[config.mk]
export PLATFORM = sky130hd
export DESIGN_NAME = ic_bvmul_sge_sweeper
export DESIGN_NICKNAME = d
export VERILOG_FILES = /design/src/rtl/ic_bvmul_sge_sweeper_pkg.sv /design/src/rtl/ic_eval_core.sv /design/src/rtl/ic_bvmul_sge_sweeper.sv
export SDC_FILE = /design/constraint.sdc
export NUM_CORES = 1
export LEC_CHECK = 0
export CORE_ASPECT_RATIO = 0.7
export CORE_MARGIN = 2
export CORE_UTILIZATION = 46
export CTS_CLUSTER_SIZE = 10
export DETAILED_ROUTE_END_ITERATION = 10
export PLACE_DENSITY = 0.76
export SYNTH_ARGS = -nofsm -noshare
export SYNTH_HDL_FRONTEND = slang
export SYNTH_SLANG_ARGS = --single-unit
[constraint.sdc]
create_clock -name clk -period 3.1 [get_ports clk]
set_input_delay 0.31 -clock clk [delete_from_list [all_inputs] [get_ports clk]]
set_output_delay 0.31 -clock clk [all_outputs]
set_load 0.01 [all_outputs]
[src/rtl/ic_bvmul_sge_sweeper_pkg.sv]
// ic_sweep_pkg: shared types and helpers for the bvmul/bvsge IC sweeper.
//   state_t  : sweeper FSM states
//   W_DEF    : default operand width
//   SW_DEF   : default statistics counter width
//   sge_w()  : W-bit two's complement a >= b, with operands zero-extended to 32 bits
package ic_sweep_pkg;

    localparam int unsigned W_DEF  = 4;
    localparam int unsigned SW_DEF = 16;

    typedef enum logic [1:0] {IDLE, SWEEP, DONE} state_t;

    // Flipping the sign bit maps two's complement onto offset binary, so an
    // unsigned compare of the flipped values is the signed compare.
    function automatic logic sge_w(input logic [31:0] a, input logic [31:0] b,
                                   input int unsigned w);
        logic [31:0] bias;
        bias = 32'd1 << (w - 1);
        return (a ^ bias) >= (b ^ bias);
    endfunction

endpackage

[src/rtl/ic_eval_core.sv]
// ic_eval_core: combinational evaluation of one sweep candidate.
//   s, x, t : operand, candidate, signed bound (W bits each)
//   hit     : signed((x*s) mod 2^W) >= signed(t)
module ic_eval_core
    import ic_sweep_pkg::*;
#(
    parameter int unsigned W = W_DEF
) (
    input  logic [W-1:0] s,
    input  logic [W-1:0] x,
    input  logic [W-1:0] t,
    output logic         hit
);

    logic [W-1:0] prod;

    // W-bit result context truncates the product mod 2^W
    assign prod = s * x;
    assign hit  = sge_w(32'(prod), 32'(t), W);

endmodule

[src/rtl/ic_bvmul_sge_sweeper.sv]
// ic_bvmul_sge_sweeper: exhaustive witness sweep for the bvmul/bvsge
// invertibility condition, scheduling checks of an external IC block.
//   req_*   : query handshake (s, t)
//   ic_s/t  : latched query to the external IC block, ic_a its prediction
//   resp_*  : result handshake (found, smallest x, candidates tested, mismatch)
//   stat_*  : saturating completed/mismatch counters, stat_clear clears both
module ic_bvmul_sge_sweeper
    import ic_sweep_pkg::*;
#(
    parameter int unsigned W  = W_DEF,
    parameter int unsigned SW = SW_DEF
) (
    input  logic          clk,
    input  logic          rst_n,
    input  logic          req_valid,
    output logic          req_ready,
    input  logic [W-1:0]  req_s,
    input  logic [W-1:0]  req_t,
    output logic [W-1:0]  ic_s,
    output logic [W-1:0]  ic_t,
    input  logic          ic_a,
    output logic          resp_valid,
    input  logic          resp_ready,
    output logic          resp_found,
    output logic [W-1:0]  resp_x,
    output logic [W:0]    resp_tested,
    output logic          resp_mismatch,
    output logic [SW-1:0] stat_checks,
    output logic [SW-1:0] stat_mism,
    input  logic          stat_clear
);

    localparam logic [W-1:0] XMAX = '1;

    state_t       state;
    logic [W-1:0] s_q, t_q, x_cnt;
    logic         first_q;
    logic         ic_pred;
    logic         hit;
    logic         resp_hs;

    ic_eval_core #(.W(W)) u_eval (
        .s   (s_q),
        .x   (x_cnt),
        .t   (t_q),
        .hit (hit)
    );

    assign ic_s          = s_q;
    assign ic_t          = t_q;
    assign req_ready     = (state == IDLE);
    assign resp_mismatch = resp_found ^ ic_pred;
    assign resp_hs       = resp_valid & resp_ready;

    always_ff @(posedge clk or negedge rst_n) begin
        if (!rst_n) begin
            state       <= IDLE;
            s_q         <= '0;
            t_q         <= '0;
            x_cnt       <= '0;
            first_q     <= 1'b0;
            ic_pred     <= 1'b0;
            resp_valid  <= 1'b0;
            resp_found  <= 1'b0;
            resp_x      <= '0;
            resp_tested <= '0;
        end else begin
            case (state)
                IDLE: begin
                    if (req_valid) begin
                        s_q         <= req_s;
                        t_q         <= req_t;
                        x_cnt       <= '0;
                        first_q     <= 1'b1;
                        ic_pred     <= 1'b0;
                        resp_found  <= 1'b0;
                        resp_x      <= '0;
                        resp_tested <= '0;
                        state       <= SWEEP;
                    end
                end
                SWEEP: begin
                    // the IC block sees a stable query only from the first
                    // sweep cycle on, so its answer is taken exactly once there
                    if (first_q) begin
                        ic_pred <= ic_a;
                        first_q <= 1'b0;
                    end
                    if (hit) begin
                        resp_found  <= 1'b1;
                        resp_x      <= x_cnt;
                        resp_tested <= {1'b0, x_cnt} + (W+1)'(1);
                        state       <= DONE;
                    end else if (x_cnt == XMAX) begin
                        resp_found  <= 1'b0;
                        resp_x      <= '0;
                        resp_tested <= {1'b1, {W{1'b0}}};
                        state       <= DONE;
                    end else begin
                        x_cnt <= x_cnt + W'(1);
                    end
                end
                DONE: begin
                    // resp_valid trails DONE entry by one edge so the result
                    // registers settle a full cycle before being offered
                    if (resp_hs) begin
                        resp_valid <= 1'b0;
                        state      <= IDLE;
                    end else begin
                        resp_valid <= 1'b1;
                    end
                end
                default: state <= IDLE;
            endcase
        end
    end

    always_ff @(posedge clk or negedge rst_n) begin
        if (!rst_n) begin
            stat_checks <= '0;
            stat_mism   <= '0;
        end else if (stat_clear) begin
            stat_checks <= '0;
            stat_mism   <= '0;
        end else if (resp_hs) begin
            if (stat_checks != '1)
                stat_checks <= stat_checks + SW'(1);
            if (resp_mismatch && stat_mism != '1)
                stat_mism <= stat_mism + SW'(1);
        end
    end

endmodule

==> run metrics <==
synthesis-to-finish area growth 32.6%; CTS H-tree lvls 3; status finished clean; DR vias 2580; total of max-cap violations 0; Mapped Cells 309; clock sinks 59; ant diodes 0; Worst Reg-to-Reg Cells 13; Antenna Nets Post-Route 0; Die H 72.9 um; Post-Syn Area per Cell 10.1 um^2; synthesized flop and latch total roughly 60; maximum vdd ir drop between 0.0004 and 0.0005 V; min Tclk post-route 2.98 ns; PwrDens about 730 nW/um^2; CTS Root Cell clkbuf_8; Die Area 7460 um^2; GPL Wtd Cong about 0.9; RSZ-0062 raised after global routing no; total grt overflow 0; DR vias/cell approximately 5.3; Synth Cell Area 3120 um^2; Post-synth EDFFs 0; # rows 25; # placed instances roughly 470; Ys Warns 0; IO Pins 67; overall power 3.01 mW; clock tree from TritonCTS yes; # port buffers 66; final WL 7.21 mm; starting density of the core ~47%; leakage ~1.7 nW; Hold Crit Class input port to asynchronous set/reset pin; layout cells sized above 1 11.3%; Die Wd around 100 um; Cell Count, Final, Fillers Out 483; Total Routing Usage GR 19.7%; crit path capture type flop; Clock Skew ~0.0045 ns; CTS clk-pin slew, worst paths 0.06 ns; crit path DAT 3.19 ns; Slew HR 53.7%; final setup fails 0; fmax 335 MHz; largest net degree at the start of global routing 41; Worst-Margin Slew 0.691 ns; Final period util between 90% and 100%; Worst Setup Start Kind flop; initial antenna violation count 0; Clock Tree Buf Depth 2; Setup CP Type flop to flop; Final Hold Fails 0; CTS buffer count 9; Clock Latency Late Sink roughly 0.32 ns; Core Region 6660 um^2; fraction of the yosys area taken by sequential cells 47.4%; DR WL/cell 14.9 um; drt drc 0; max-slew violations 0; Detail Placement HPWL 5.26 mm; crit-path max FO 5; Netlist cell types 45; post-synth net total about 330; 1st-pass router iterations 5; vias in the first global route 2411; DRT iter0 DRCs 115; ys flop type dfrtp_1; CP Data Required Time 3.31 ns; FFs w/ async S/R, synth 100%; final net count 412; first-pass GRT wire length 11.4 mm
==> logic make-up (layout without fill, tap and decap cells) <==
family          after synthesis  count (layout)  synth area share [%]
simple gates                138             138                  24.0
fa+ha+maj                    11              11                  4.42
xor+xnor                     33              33                  9.51
compound gates               42              43                  9.59
buf+inv                      18              97                  2.25
flops                        59              59                  47.4
mux                           8               8                  2.81
==> critical path, cell delays in order (launching register included) <==
cell and delay, ns:
dfrtp_1 0.38, and2_1 0.15, ha_1 0.33, ha_4 0.23
ha_2 0.18, xnor2_2 0.13, xnor2_1 0.18, xnor2_1 0.10
ha_1 0.27, o21a_1 0.12, nor2_2 0.05, or2_4 0.26
a31o_4 0.26, a22o_1 0.22
==> synthesized netlist by cell type (3+ instances only) <==
cell type,count,area share (%)
dfrtp_1,59,47
nor2_1,35,4.2
nand2_1,27,3.3
xnor2_1,24,6.7
nand3_1,13,2.1
ha_1,11,4.4
nor3_1,11,1.8
o21ai_0,10,1.6
and2_1,9,1.8
inv_1,9,1.1
nand4_1,9,1.8
xor2_1,8,2.2
a22o_1,7,2.0
clkbuf_1,7,0.84
mux2_2,6,2.2
a21oi_1,5,0.80
and4_1,5,1.4
nor4_1,5,1.0
nor4_2,5,2.0
and3_1,4,0.80
nand2b_1,4,0.80
a31oi_1,3,0.60
o211ai_1,3,0.72
o2bb2ai_1,3,0.84
==> placed cells by master (no fill, tap or decap), drive strengths merged, types with 4 or more instances in the layout <==
| master | count |
|---|---|
| nor2 | 35 |
| nor3 | 11 |
| clkbuf | 13 |
| nor4 | 10 |
| xnor2 | 24 |
| and4 | 5 |
| nand4 | 9 |
| nand3 | 13 |
| and3 | 4 |
| buf | 9 |
| nand2b | 4 |
| a22o | 7 |
| clkdlybuf4s50 | 65 |
| mux2 | 6 |
| nand2 | 28 |
| o21ai | 10 |
| xor2 | 9 |
| ha | 11 |
| inv | 9 |
| and2 | 9 |
| a21oi | 6 |
| dfrtp | 59 |
==> path summary, 6_finish.rpt <==
check / start / end / slack, ns
setup / recovery: x_cnt[1]$_DFFE_PN0P_ / resp_tested[2]$_DFFE_PN0P_ / 0.12
hold / removal: rst_n / stat_mism[15]$_DFFE_PN0P_ / 0.47
max in group asynchronous: rst_n / stat_checks[9]$_DFFE_PN0P_ / 1.76
min in group clk: resp_tested[3]$_DFFE_PN0P_ / resp_tested[3]$_DFFE_PN0P_ / 0.49
setup reg to reg: x_cnt[1]$_DFFE_PN0P_ / resp_tested[2]$_DFFE_PN0P_ / 0.12
hold reg to reg: resp_tested[3]$_DFFE_PN0P_ / resp_tested[3]$_DFFE_PN0P_ / 0.49
==> per-stage QoR <==
stage	area (um^2)	setup TNS, ns	worst slack [ns]	util [%]	hold slack [ns]
6_report	4130	0	0.116	62.0	0.470
4_1_cts	4090	0	0.0144	61.4	0.469
2_1_floorplan	3150	0	0.0212	-	0.0144
5_1_grt	4130	0	0.0173	62.0	0.501
3_5_place_dp	3920	-0.188	-0.0366	58.8	0.285
3_3_place_gp	3920	0	0.0913	58.8	0.281
==> layout make-up <==
class | count | area [um^2]
tap | 94 | 118
fill | 552 | 2530
timing repair buffer | 75 | 726
sequential | 59 | 1480
clock buffer | 13 | 149
inverter | 9 | 33.8
multi-input combinational | 233 | 1630
==> flip-flops by register name, summed over array words and instances, names as in the netlist <==
name         flops
first_q          1
ic_pred          1
ic_s             4
ic_t             4
resp_found       1
resp_tested      5
resp_valid       1
resp_x           4
stat_checks     16
stat_mism       16
state            2
x_cnt            4
==> power breakdown <==
group | switching [mW] | internal (mW) | total, mW
sequential | 0.143 | 0.925 | 1.07
combinational | 0.692 | 0.695 | 1.39
clock | 0.256 | 0.299 | 0.555
==> per-layer routing <==
metal / wire length (um) / vias up / share of wire (%) / track usage (%)
met5: 0 / - / 0 / 0
met4: 47 / 0 / 0.65 / 5.63
met3: 366 / 6 / 5.1 / 5.75
met2: 3120 / 79 / 43 / 27.7
met1: 3680 / 1242 / 51 / 29.5
li1: - / 1253 / - / -
==> timing repair <==
item | in CTS | in global routing
pin swaps | 0 | 6
hold buffers | 1 | 0
endpoints found under the setup margin | 12 | 14
hold endpoints to repair | 19 | 0
resized for setup | 1 | 4
buffers inserted | 0 | 1
gates cloned | 0 | 1
(Power assumes the default switching activity.)
